===== config.mk =====
export PLATFORM = sky130hd
export DESIGN_NAME = mem_arbiter
export DESIGN_NICKNAME = d
export VERILOG_FILES = /design/src/rtl/mem_arbiter_pkg.sv /design/src/rtl/mem_arbiter_rr_arb2.sv /design/src/rtl/mem_arbiter.sv
export SDC_FILE = /design/constraint.sdc
export NUM_CORES = 1
export LEC_CHECK = 0
export CAP_MARGIN = 20
export CORE_UTILIZATION = 43
export DETAILED_ROUTE_END_ITERATION = 16
export DONT_BUFFER_PORTS = 1
export GPL_TIMING_DRIVEN = 0
export SLEW_MARGIN = 20
export SYNTH_ARGS = -nofsm -noshare
export SYNTH_HDL_FRONTEND = slang
export SYNTH_SLANG_ARGS = --single-unit
export TNS_END_PERCENT = 10

===== constraint.sdc =====
create_clock -name clk -period 1.4 [get_ports clk]
set_input_delay 0.28 -clock clk [delete_from_list [all_inputs] [get_ports clk]]
set_output_delay 0.28 -clock clk [all_outputs]
set_load 0.05 [all_outputs]

===== src/rtl/mem_arbiter_pkg.sv =====
// -----------------------------------------------------------------------------
// mem_arb_pkg
//   Shared definitions for the two-port RAM arbiter: sequencing states,
//   default geometry of the 32x16 RAM, default read hold time and the helper
//   that sizes the read-window down-counter.
// -----------------------------------------------------------------------------
package mem_arb_pkg;

   localparam int unsigned ADDR_W_DEF   = 5;
   localparam int unsigned DATA_W_DEF   = 16;
   localparam int unsigned READ_CYC_DEF = 4;

   typedef enum logic [2:0] {
      ST_IDLE,
      ST_SETUP,
      ST_READ,
      ST_CAPTURE,
      ST_WRITE
   } state_e;

   // The counter runs READ_CYC-1 down to 0, so it needs clog2(READ_CYC) bits,
   // never fewer than one.
   function automatic int unsigned cnt_width(input int unsigned cycles);
      return (cycles <= 2) ? 1 : $clog2(cycles);
   endfunction

endpackage


===== src/rtl/mem_arbiter_rr_arb2.sv =====
// -----------------------------------------------------------------------------
// rr_arb2
//   Combinational two-requester round-robin picker.
//   Ports:
//     req0_i, req1_i : request lines
//     last_gnt_i     : index of the port granted most recently
//     gnt_o          : index of the port to grant
//     valid_o        : at least one request is pending
// -----------------------------------------------------------------------------
module rr_arb2 (
   input  logic req0_i,
   input  logic req1_i,
   input  logic last_gnt_i,
   output logic gnt_o,
   output logic valid_o
);

   always_comb begin
      valid_o = req0_i | req1_i;
      if (req0_i && req1_i) begin
         // Tie: favour the port that did not win last time.
         gnt_o = ~last_gnt_i;
      end else begin
         gnt_o = req1_i;
      end
   end

endmodule


===== src/rtl/mem_arbiter.sv =====
// -----------------------------------------------------------------------------
// mem_arbiter
//   Shares a single-port synchronous RAM (registered q) between the
//   accumulator datapath (port 0) and the debug/dump path (port 1). Each
//   access is sequenced so the address settles a cycle before wren/rden,
//   stays frozen through the strobe, and rden is held READ_CYC cycles.
//   Ports:
//     clk, reset          : clock, asynchronous active-low reset
//     reqN/weN/addrN/wdataN : request, direction, address, write data (N=0,1)
//     ackN, rdataN        : one-cycle completion pulse, read data for port N
//     mem_address/rden/wren/data, mem_q : RAM interface
//     busy                : sequencer not idle
//     gnt                 : port currently or most recently granted
// -----------------------------------------------------------------------------
module mem_arbiter
   import mem_arb_pkg::*;
#(
   parameter int unsigned ADDR_W   = ADDR_W_DEF,
   parameter int unsigned DATA_W   = DATA_W_DEF,
   parameter int unsigned READ_CYC = READ_CYC_DEF
) (
   input  logic              clk,
   input  logic              reset,
   input  logic              req0,
   input  logic              req1,
   input  logic              we0,
   input  logic              we1,
   input  logic [ADDR_W-1:0] addr0,
   input  logic [ADDR_W-1:0] addr1,
   input  logic [DATA_W-1:0] wdata0,
   input  logic [DATA_W-1:0] wdata1,
   output logic              ack0,
   output logic              ack1,
   output logic [DATA_W-1:0] rdata0,
   output logic [DATA_W-1:0] rdata1,
   output logic [ADDR_W-1:0] mem_address,
   output logic              mem_rden,
   output logic              mem_wren,
   output logic [DATA_W-1:0] mem_data,
   input  logic [DATA_W-1:0] mem_q,
   output logic              busy,
   output logic              gnt
);

   localparam int unsigned      CNT_W    = cnt_width(READ_CYC);
   localparam logic [CNT_W-1:0] CNT_LOAD = CNT_W'(READ_CYC - 1);

   state_e              state_q, state_d;
   logic [CNT_W-1:0]    cnt_q, cnt_d;
   logic                gnt_q, gnt_d;
   logic                last_q, last_d;
   logic                we_q, we_d;
   logic [ADDR_W-1:0]   addr_q, addr_d;
   logic [DATA_W-1:0]   data_q, data_d;
   logic                ack0_q, ack0_d;
   logic                ack1_q, ack1_d;
   logic [DATA_W-1:0]   rdata0_q, rdata0_d;
   logic [DATA_W-1:0]   rdata1_q, rdata1_d;

   logic                arb_gnt;
   logic                arb_valid;

   rr_arb2 u_rr_arb2 (
      .req0_i     (req0),
      .req1_i     (req1),
      .last_gnt_i (last_q),
      .gnt_o      (arb_gnt),
      .valid_o    (arb_valid)
   );

   always_ff @(posedge clk or negedge reset) begin
      if (!reset) begin
         state_q  <= ST_IDLE;
         cnt_q    <= '0;
         gnt_q    <= 1'b0;
         last_q   <= 1'b1;
         we_q     <= 1'b0;
         addr_q   <= '0;
         data_q   <= '0;
         ack0_q   <= 1'b0;
         ack1_q   <= 1'b0;
         rdata0_q <= '0;
         rdata1_q <= '0;
      end else begin
         state_q  <= state_d;
         cnt_q    <= cnt_d;
         gnt_q    <= gnt_d;
         last_q   <= last_d;
         we_q     <= we_d;
         addr_q   <= addr_d;
         data_q   <= data_d;
         ack0_q   <= ack0_d;
         ack1_q   <= ack1_d;
         rdata0_q <= rdata0_d;
         rdata1_q <= rdata1_d;
      end
   end

   always_comb begin
      state_d  = state_q;
      cnt_d    = cnt_q;
      gnt_d    = gnt_q;
      last_d   = last_q;
      we_d     = we_q;
      addr_d   = addr_q;
      data_d   = data_q;
      ack0_d   = 1'b0;
      ack1_d   = 1'b0;
      rdata0_d = rdata0_q;
      rdata1_d = rdata1_q;

      unique case (state_q)
         ST_IDLE: begin
            // Request fields are captured only here; later changes on the
            // request side do not affect the access in flight.
            if (arb_valid) begin
               gnt_d   = arb_gnt;
               last_d  = arb_gnt;
               we_d    = arb_gnt ? we1    : we0;
               addr_d  = arb_gnt ? addr1  : addr0;
               data_d  = arb_gnt ? wdata1 : wdata0;
               state_d = ST_SETUP;
            end
         end
         ST_SETUP: begin
            cnt_d   = CNT_LOAD;
            state_d = we_q ? ST_WRITE : ST_READ;
         end
         ST_READ: begin
            if (cnt_q == '0) begin
               state_d = ST_CAPTURE;
            end else begin
               cnt_d = cnt_q - CNT_W'(1);
            end
         end
         ST_CAPTURE: begin
            if (gnt_q) begin
               ack1_d   = 1'b1;
               rdata1_d = mem_q;
            end else begin
               ack0_d   = 1'b1;
               rdata0_d = mem_q;
            end
            state_d = ST_IDLE;
         end
         ST_WRITE: begin
            if (gnt_q) begin
               ack1_d = 1'b1;
            end else begin
               ack0_d = 1'b1;
            end
            state_d = ST_IDLE;
         end
         default: state_d = ST_IDLE;
      endcase
   end

   // Strobes decode straight from the state register so a reset drops them
   // without waiting for a clock edge.
   assign mem_rden    = (state_q == ST_READ);
   assign mem_wren    = (state_q == ST_WRITE);
   assign busy        = (state_q != ST_IDLE);
   assign mem_address = addr_q;
   assign mem_data    = data_q;
   assign gnt         = gnt_q;
   assign ack0        = ack0_q;
   assign ack1        = ack1_q;
   assign rdata0      = rdata0_q;
   assign rdata1      = rdata1_q;

endmodule


==> results.tsv <==
stage	metric	value	unit
die	dieArea	0.00676	mm2
yosys	ys_warn_count	0	
yosys	syn_area_per_cell	14.6	um2
worst_setup_path	crit_arrival	1.40	ns
placed_design	dp_hpwl	4.24	mm
timing	hold_violations	63	
route	dr.pass1.iters	4	
cells_and_area	syn2layout_area_growth	16.2	%
global_route	grt_max_degree	64	
die	io_pins	123	
cells_and_area	finalNetCount	274	
timing	whs	-0.358	ns
clocking	cts_tree	yes	
global_route	grt_antenna_before_repair	0	
clocking	clkSinkCount	63	
timing	setup_viol	52	
worst_setup_path	start_kind	register	
yosys	async_flop_share	1.00	
cells_and_area	drive_gt1_frac	0.402	
worst_setup_path	crit_top_cell	buf_6	
timing	tightestPinTransition	0.614	ns
yosys	yosysUniqueCellTypes	33	
route	routedWlPerCell	20.4	um
clocking	clkTransAtPathRegs	0.06	ns
timing	rsz0062_at_grt	true	
global_route	grt_pass1_wl	8.99	mm
worst_setup_path	critical_path_required	1.12	ns
timing	fin_crit_sh	1.20	
timing	fin_worst_skew	0.00599	ns
worst_hold_path	min-delay-path-class	in -> async	
placed_design	place.gp.congestion	0.745	
worst_setup_path	cp_slowest_cell	dfrtp_1	
cells_and_area	final_cell_mix	dfrtp_1 (61), mux2_2 (23), a21o_1 (22)	
timing	layout_setup_ws	-0.277	ns
die	placementRows	28	
worst_setup_path	cp_cell_sequence	buf_6, nor3_4, buf_6, clkinvlp_4	
status	status	complete, but fails checks	
timing	timing.fmax	596	MHz
die	start_util	0.456	
route	viasPerCell	5.84	
status	violations	negative hold slack, negative setup slack	
clocking	cts-root-buf	clkbuf_8	
die	die_y	82.2	um
route	ant_nets	0	
timing	fin_crit	1.68	ns
route	wl	5.91	mm
die	fp.dieW	82.2	um
clocking	cts_buffer_depth	2	
route	drt_iter0_drc	21	
worst_setup_path	cp_max_fo	6	
global_route	gr-usage-all-layers	0.185	
cells_and_area	antenna_cells	0	
clocking	clk_latency	0.33	ns
run	cap_violations	0	
placed_design	port_buffers	0	
clocking	cts_inserted_buffers	9	
cells_and_area	final_common_cell	dfrtp_1	
yosys	netlist_instances	189	
yosys	synth_edf_count	0	
timing	slew_viol_final	0	
yosys	synth_flop_cell	dfrtp_1	
cells_and_area	n_fill_cell	512	
die	core_area	0.00606	mm2
timing	slew-limit-headroom	0.590	
global_route	grt_pass1_vias	1863	
clocking	htreeDepth	3	
worst_setup_path	crit_type	reg -> out	
yosys	synth_seq_cells	63	
yosys	synth_area	0.00277	mm2
worst_setup_path	slowest_delay	0.37	ns
worst_setup_path	end_kind	output port	
route	drcViolationCount	0	
global_route	overflow	0	
route	num_vias	1689	
timing	fin_setup_tns	-6.63	ns
yosys	yosysSeqAreaShare	0.571	
yosys	syn-num-nets	254	
## layout make-up
type                       count  area, um2  area share
clock inverter                 3       40.0      0.0125
sequential                    63       1580       0.491
clock buffer                  13        169      0.0526
buffer                        15        153      0.0475
tap                           75       93.8      0.0292
inverter                       4       18.8     0.00584
timing repair buffer           9       76.3      0.0238
multi-input combinational    107       1080       0.337
## what timing repair did
action / 4_1_cts / 5_1_grt
buffers inserted: 6 / 2
hold endpoints to repair: 63 / 63
setup endpoints to repair: 55 / 62
pin swaps: 3 / 4
resized for setup: 11 / 10
cloned: 2 / 0
## metal layers
layer / global-route usage / up-vias / share of wire
met5: 0 / - / 0
met4: 0.0579 / 0 / 0.0097
met3: 0.0890 / 5 / 0.11
met2: 0.328 / 106 / 0.51
met1: 0.190 / 834 / 0.37
li1: - / 744 / -
## path summary, 6_finish.rpt
| check | from | endpoint | slack, ns | cells after the start |
|---|---|---|---|---|
| max | state_q[2]$_DFFE_PN0P_ | busy | -0.28 | 4 |
| min | reset | rdata0[0]$_DFFE_PN0P_ | -0.36 | 0 |
| max reg2reg | state_q[2]$_DFFE_PN0P_ | rdata0[10]$_DFFE_PN0P_ | -0.23 | 6 |
| min reg2reg | state_q[2]$_DFFE_PN0P_ | state_q[1]$_DFFE_PN0P_ | 0.54 | 2 |
| max in group asynchronous | reset | last_q$_DFFE_PN1P_ | 1.57 | 0 |
| min in group clk | mem_q[9] | rdata0[9]$_DFFE_PN0P_ | 0.09 | 1 |
## worst max-delay path: cells and delay by family, from the launching register on
| kind | cells | cell delay, ns |
|---|---|---|
| buffers and inverters | 3 | 0.49 |
| flip-flops | 1 | 0.37 |
| AND/OR/NAND/NOR | 1 | 0.20 |
## per-stage QoR
step,utilization,instance area [um2],instances,worst slack (ns),hold slack [ns]
global route,0.530,3210,289,-0.338,-0.390
CTS,0.524,3170,288,-0.308,-0.374
finish,0.530,3210,289,-0.277,-0.358
detailed placement,0.474,2880,264,-0.333,-0.0145
global placement,0.474,2880,264,-0.301,-0.0143
floorplan,-,2780,189,-0.165,-0.0156
## registers in the layout, indices dropped and copies added, names as in the netlist
signal       flops
rdata1          16
rdata0          16
ack1             1
cnt_q            2
mem_data        16
ack0             1
last_q           1
mem_address      5
we_q             1
state_q          3
gnt              1
## cells by family (layout without fill, tap and decap cells)
kind of cell               Yosys count  after routing  share of synthesized area
muxes                               33             33                      0.148
AOI/OAI and AO/OA                   53             53                      0.175
buffers and inverters               19             44                     0.0498
DFF                                 63             63                      0.571
and+or+nand+nor                     20             20                     0.0520
adders and majority gates            1              1                    0.00452
## synthesized netlist by cell type, drive strengths merged (2+ instances only)
cell	n	area, um2
a2bb2oi	2	17.5
a21oi	2	10.0
inv	4	15.0
nor2b	2	12.5
nor2	4	15.0
mux2	33	409
clkbuf	2	7.51
nor3	2	21.3
nor3b	2	15.0
a21o	22	165
o221a	22	248
nand2	3	16.3
a22o	3	26.3
buf	13	115
dfrtp	62	1550
Power is not shown: default switching activity piles up to over one toggle a cycle in this logic, so the estimate is an artifact.
==> RTL change: new RTL, same flow settings <==
Reset style: synchronous (`reset`), changed in one clocked block. Comments in the files are not updated.
--- a/src/rtl/mem_arbiter.sv
+++ b/src/rtl/mem_arbiter.sv
@@ -70,3 +70,3 @@
 
-   always_ff @(posedge clk or negedge reset) begin
+   always_ff @(posedge clk) begin
       if (!reset) begin
Formal check against the unedited RTL: differs if reset is asserted again (counterexample within 4 cycles, from zero or initial values and one cycle with reset low); with reset held inactive, the same outputs for 10 cycles.
==> RTL change against the unedited design <==
- the flow finishes with violations (negative setup slack)
- die area fell by 8.5%
- setup slack improved by 0.019 ns
- design area fell by 8.9%
- sequential cell count did not move
- wire length rose by 3.8%
- area after synthesis fell by 8.7%
- first-iteration DRC count rose to 8.1 times the old value
- cell count rose by 36%
==> RTL change: results (changes against the unedited design) <==
Synthesis
The sequential area share after synthesis is 0.500 (-0.0711). The count of cell types in the netlist is 35 (+6.1%). The multiplexer share of the synthesized area was 0.00446 (-0.144). The fraction of registers with async set or reset after synthesis is 0 (-1.00). The number of synthesis warnings is 0 (unchanged). After synthesis, the most frequently instantiated cells are 63 x sky130_fd_sc_hd__dfxtp_1, 47 x sky130_fd_sc_hd__inv_1, 40 x sky130_fd_sc_hd__nand2_1. The post-synthesis adder-cell area fraction is 0.00496 (+0.000431). The share of the synthesized area in compound gates (AO/OA/AOI/OAI) is 0.183 (+0.00824). For this run, the leading register cell type out of synthesis is sky130_fd_sc_hd__dfxtp_1. Yosys attributes the largest share of cell area to sky130_fd_sc_hd__dfxtp_1 50%, sky130_fd_sc_hd__a222oi_1 8.3%, sky130_fd_sc_hd__inv_1 7.0%. The number of nets produced by synthesis is 364 (+43%).

Worst setup path
The register-to-register setup slack is -0.25 ns (-0.02 ns). The number of cells on the worst reg-to-reg path is 6 (unchanged). The reg-to-reg startpoint is state_q[1]$_SDFFE_PN0P_.

The terminus of the critical flop-to-flop path is mem_data[6]$_SDFFE_PN0P_. In this run the worst setup path begins at state_q[0]$_SDFFE_PN0P_. The arrival time of the worst setup path was 1.38 ns (-0.02 ns).

The largest fanout of any net on the critical path is 4 (-2).

Placement
The sum of net half-perimeters after detailed placement is 4410 um (+4.1%). The routability-driven placement congestion ratio is 0.716 (-4.0%). The minimum setup slack after placement is -0.312 ns (+0.0216 ns). The number of buffers inserted by port buffering is 0 (unchanged).

Global routing
The overall track demand over capacity in global routing is 0.210 (+0.0256). The pin count of the biggest net entering global routing is 13 (-80%). The initial antenna violation count is 0 (unchanged). The wire length of the first global-routing pass is 9870 um (+9.8%).

The number of global-route vias before repair is 2012 (+8.0%).

Detailed routing
The wire length per cell after detailed routing was 15.6 um (-23%). The vias after detailed routing was 2189 (+30%). The number of iterations in the first detailed-routing pass is 7 (+3). The number of design-rule violations left by the first detailed-router iteration is 171 (+710%).

Timing
The setup TNS was -5.02 ns (+1.61 ns). The slew at the pin with the worst max-slew slack is 0.621 ns (+0.00671 ns). The post-route worst setup slack is -0.259 ns (+0.0189 ns).

The worst-case clock skew is 0.00510 ns (-0.000884 ns). The number of failing setup endpoints in the final timing report was 25 (-52%).

Outcome
The flow ran to the end, but the final reports show violations. The checks that failed: negative setup slack.

Worst hold path
The beginning of the worst hold path is wdata1[14]. The endpoint of the worst hold path is mem_data[14]$_SDFFE_PN0P_. The number of instances on the worst hold path is 2.

The min-delay analysis places its worst path in the category in2reg.

Clocking
The number of levels in the clock H-tree is 3 (unchanged). The clock latency on the worst-skew pair is 0.33 ns (about the same). The total clock buffers created by CTS was 9 (unchanged). The maximum clock insertion buffer count is 2 (unchanged).

Finish
The share of post-route cells with drive strength above 1 is 0.169 (-0.233). The fill cell instance count of the final layout is 554 (+8.2%). The number of nets in the final layout is 380 (+39%).

Power
VDD sags by at most 0.950 mV.
-- RTL change: cell types whose count changed in the layout (fill, tap and decap cells not counted), sizes merged, moves of 3 or more --
cell / change
o221a: -22
a222oi: +21
a21o: -21
dfxtp: +63
clkinv: +3
inv: +46
nand2: +37
mux2: -32
dfrtp: -62
clkbuf: +11
nand3: +32
a22o: -3
buf: -9
o21ai: +36
-- RTL change: power by group --
group / internal (W) / leakage [nW] / switching [W]
registers: 0.00198 / 0.518 / 0.000662
clock network: 0.000644 / 0.0894 / 0.000740
logic: 0.000301 / 0.653 / 0.000370
-- RTL change: critical path, cell delays in order (launching register included) --
cell and delay [ns]:
sky130_fd_sc_hd__dfxtp_4 0.37, sky130_fd_sc_hd__clkbuf_16 0.15, sky130_fd_sc_hd__nor3b_4 0.53
-- RTL change: area by class of cell --
class / instances / area (sq um) / share of cell area
repair buffers: 5 / 37.5 / 0.0128
clock inverters: 7 / 48.8 / 0.0167
inverters: 48 / 183 / 0.0624
clock buffers: 9 / 124 / 0.0423
plain buffers: 25 / 175 / 0.0598
well taps: 72 / 90.1 / 0.0308
flip-flops and latches: 63 / 1270 / 0.435
multi-input cells: 163 / 996 / 0.340
-- RTL change: per-layer routing --
metal  up-vias  part of all wire  track usage
li1       1060                 -            -
met2        97              0.46        0.307
met5         -                 0            0
met3         6             0.096        0.105
met1      1026              0.43        0.266
met4         0             0.011       0.0704
-- RTL change: metrics by stage --
step           instance area [sq um]  instances  hold WS [ns]  utilization
2_1_floorplan                   2550        299         0.422            -
6_report                        2930        392        0.0896        0.525
3_5_place_dp                    2640        371         0.431        0.474
3_3_place_gp                    2640        371         0.423        0.474
4_1_cts                         2910        392        0.0717        0.522
5_1_grt                         2930        392        0.0585        0.525
-- RTL change: logic make-up after synthesis --
logic type,Yosys count
and+or+nand+nor,95
AOI/OAI and AO/OA,66
muxes,1
DFF,63
adders and majority gates,1
buffers and inverters,73
-- RTL change: worst max-delay path by stage --
stage               slack [ns]                         to
floorplan                -0.11  mem_data[10]$_SDFFE_PN0P_
global placement         -0.29    rdata0[11]$_SDFFE_PN0P_
detailed placement       -0.31    rdata0[11]$_SDFFE_PN0P_
CTS                      -0.27                   mem_wren
global route             -0.37          we_q$_SDFFE_PN0P_
finish                   -0.26                   mem_wren
-- RTL change: repair_timing --
item | CTS | global route
hold buffers | 0 | 0
gates resized for setup | 20 | 13
setup endpoints to repair | 63 | 55
pin swaps | 2 | 1
gates cloned | 0 | 0
buffers inserted | 5 | 0
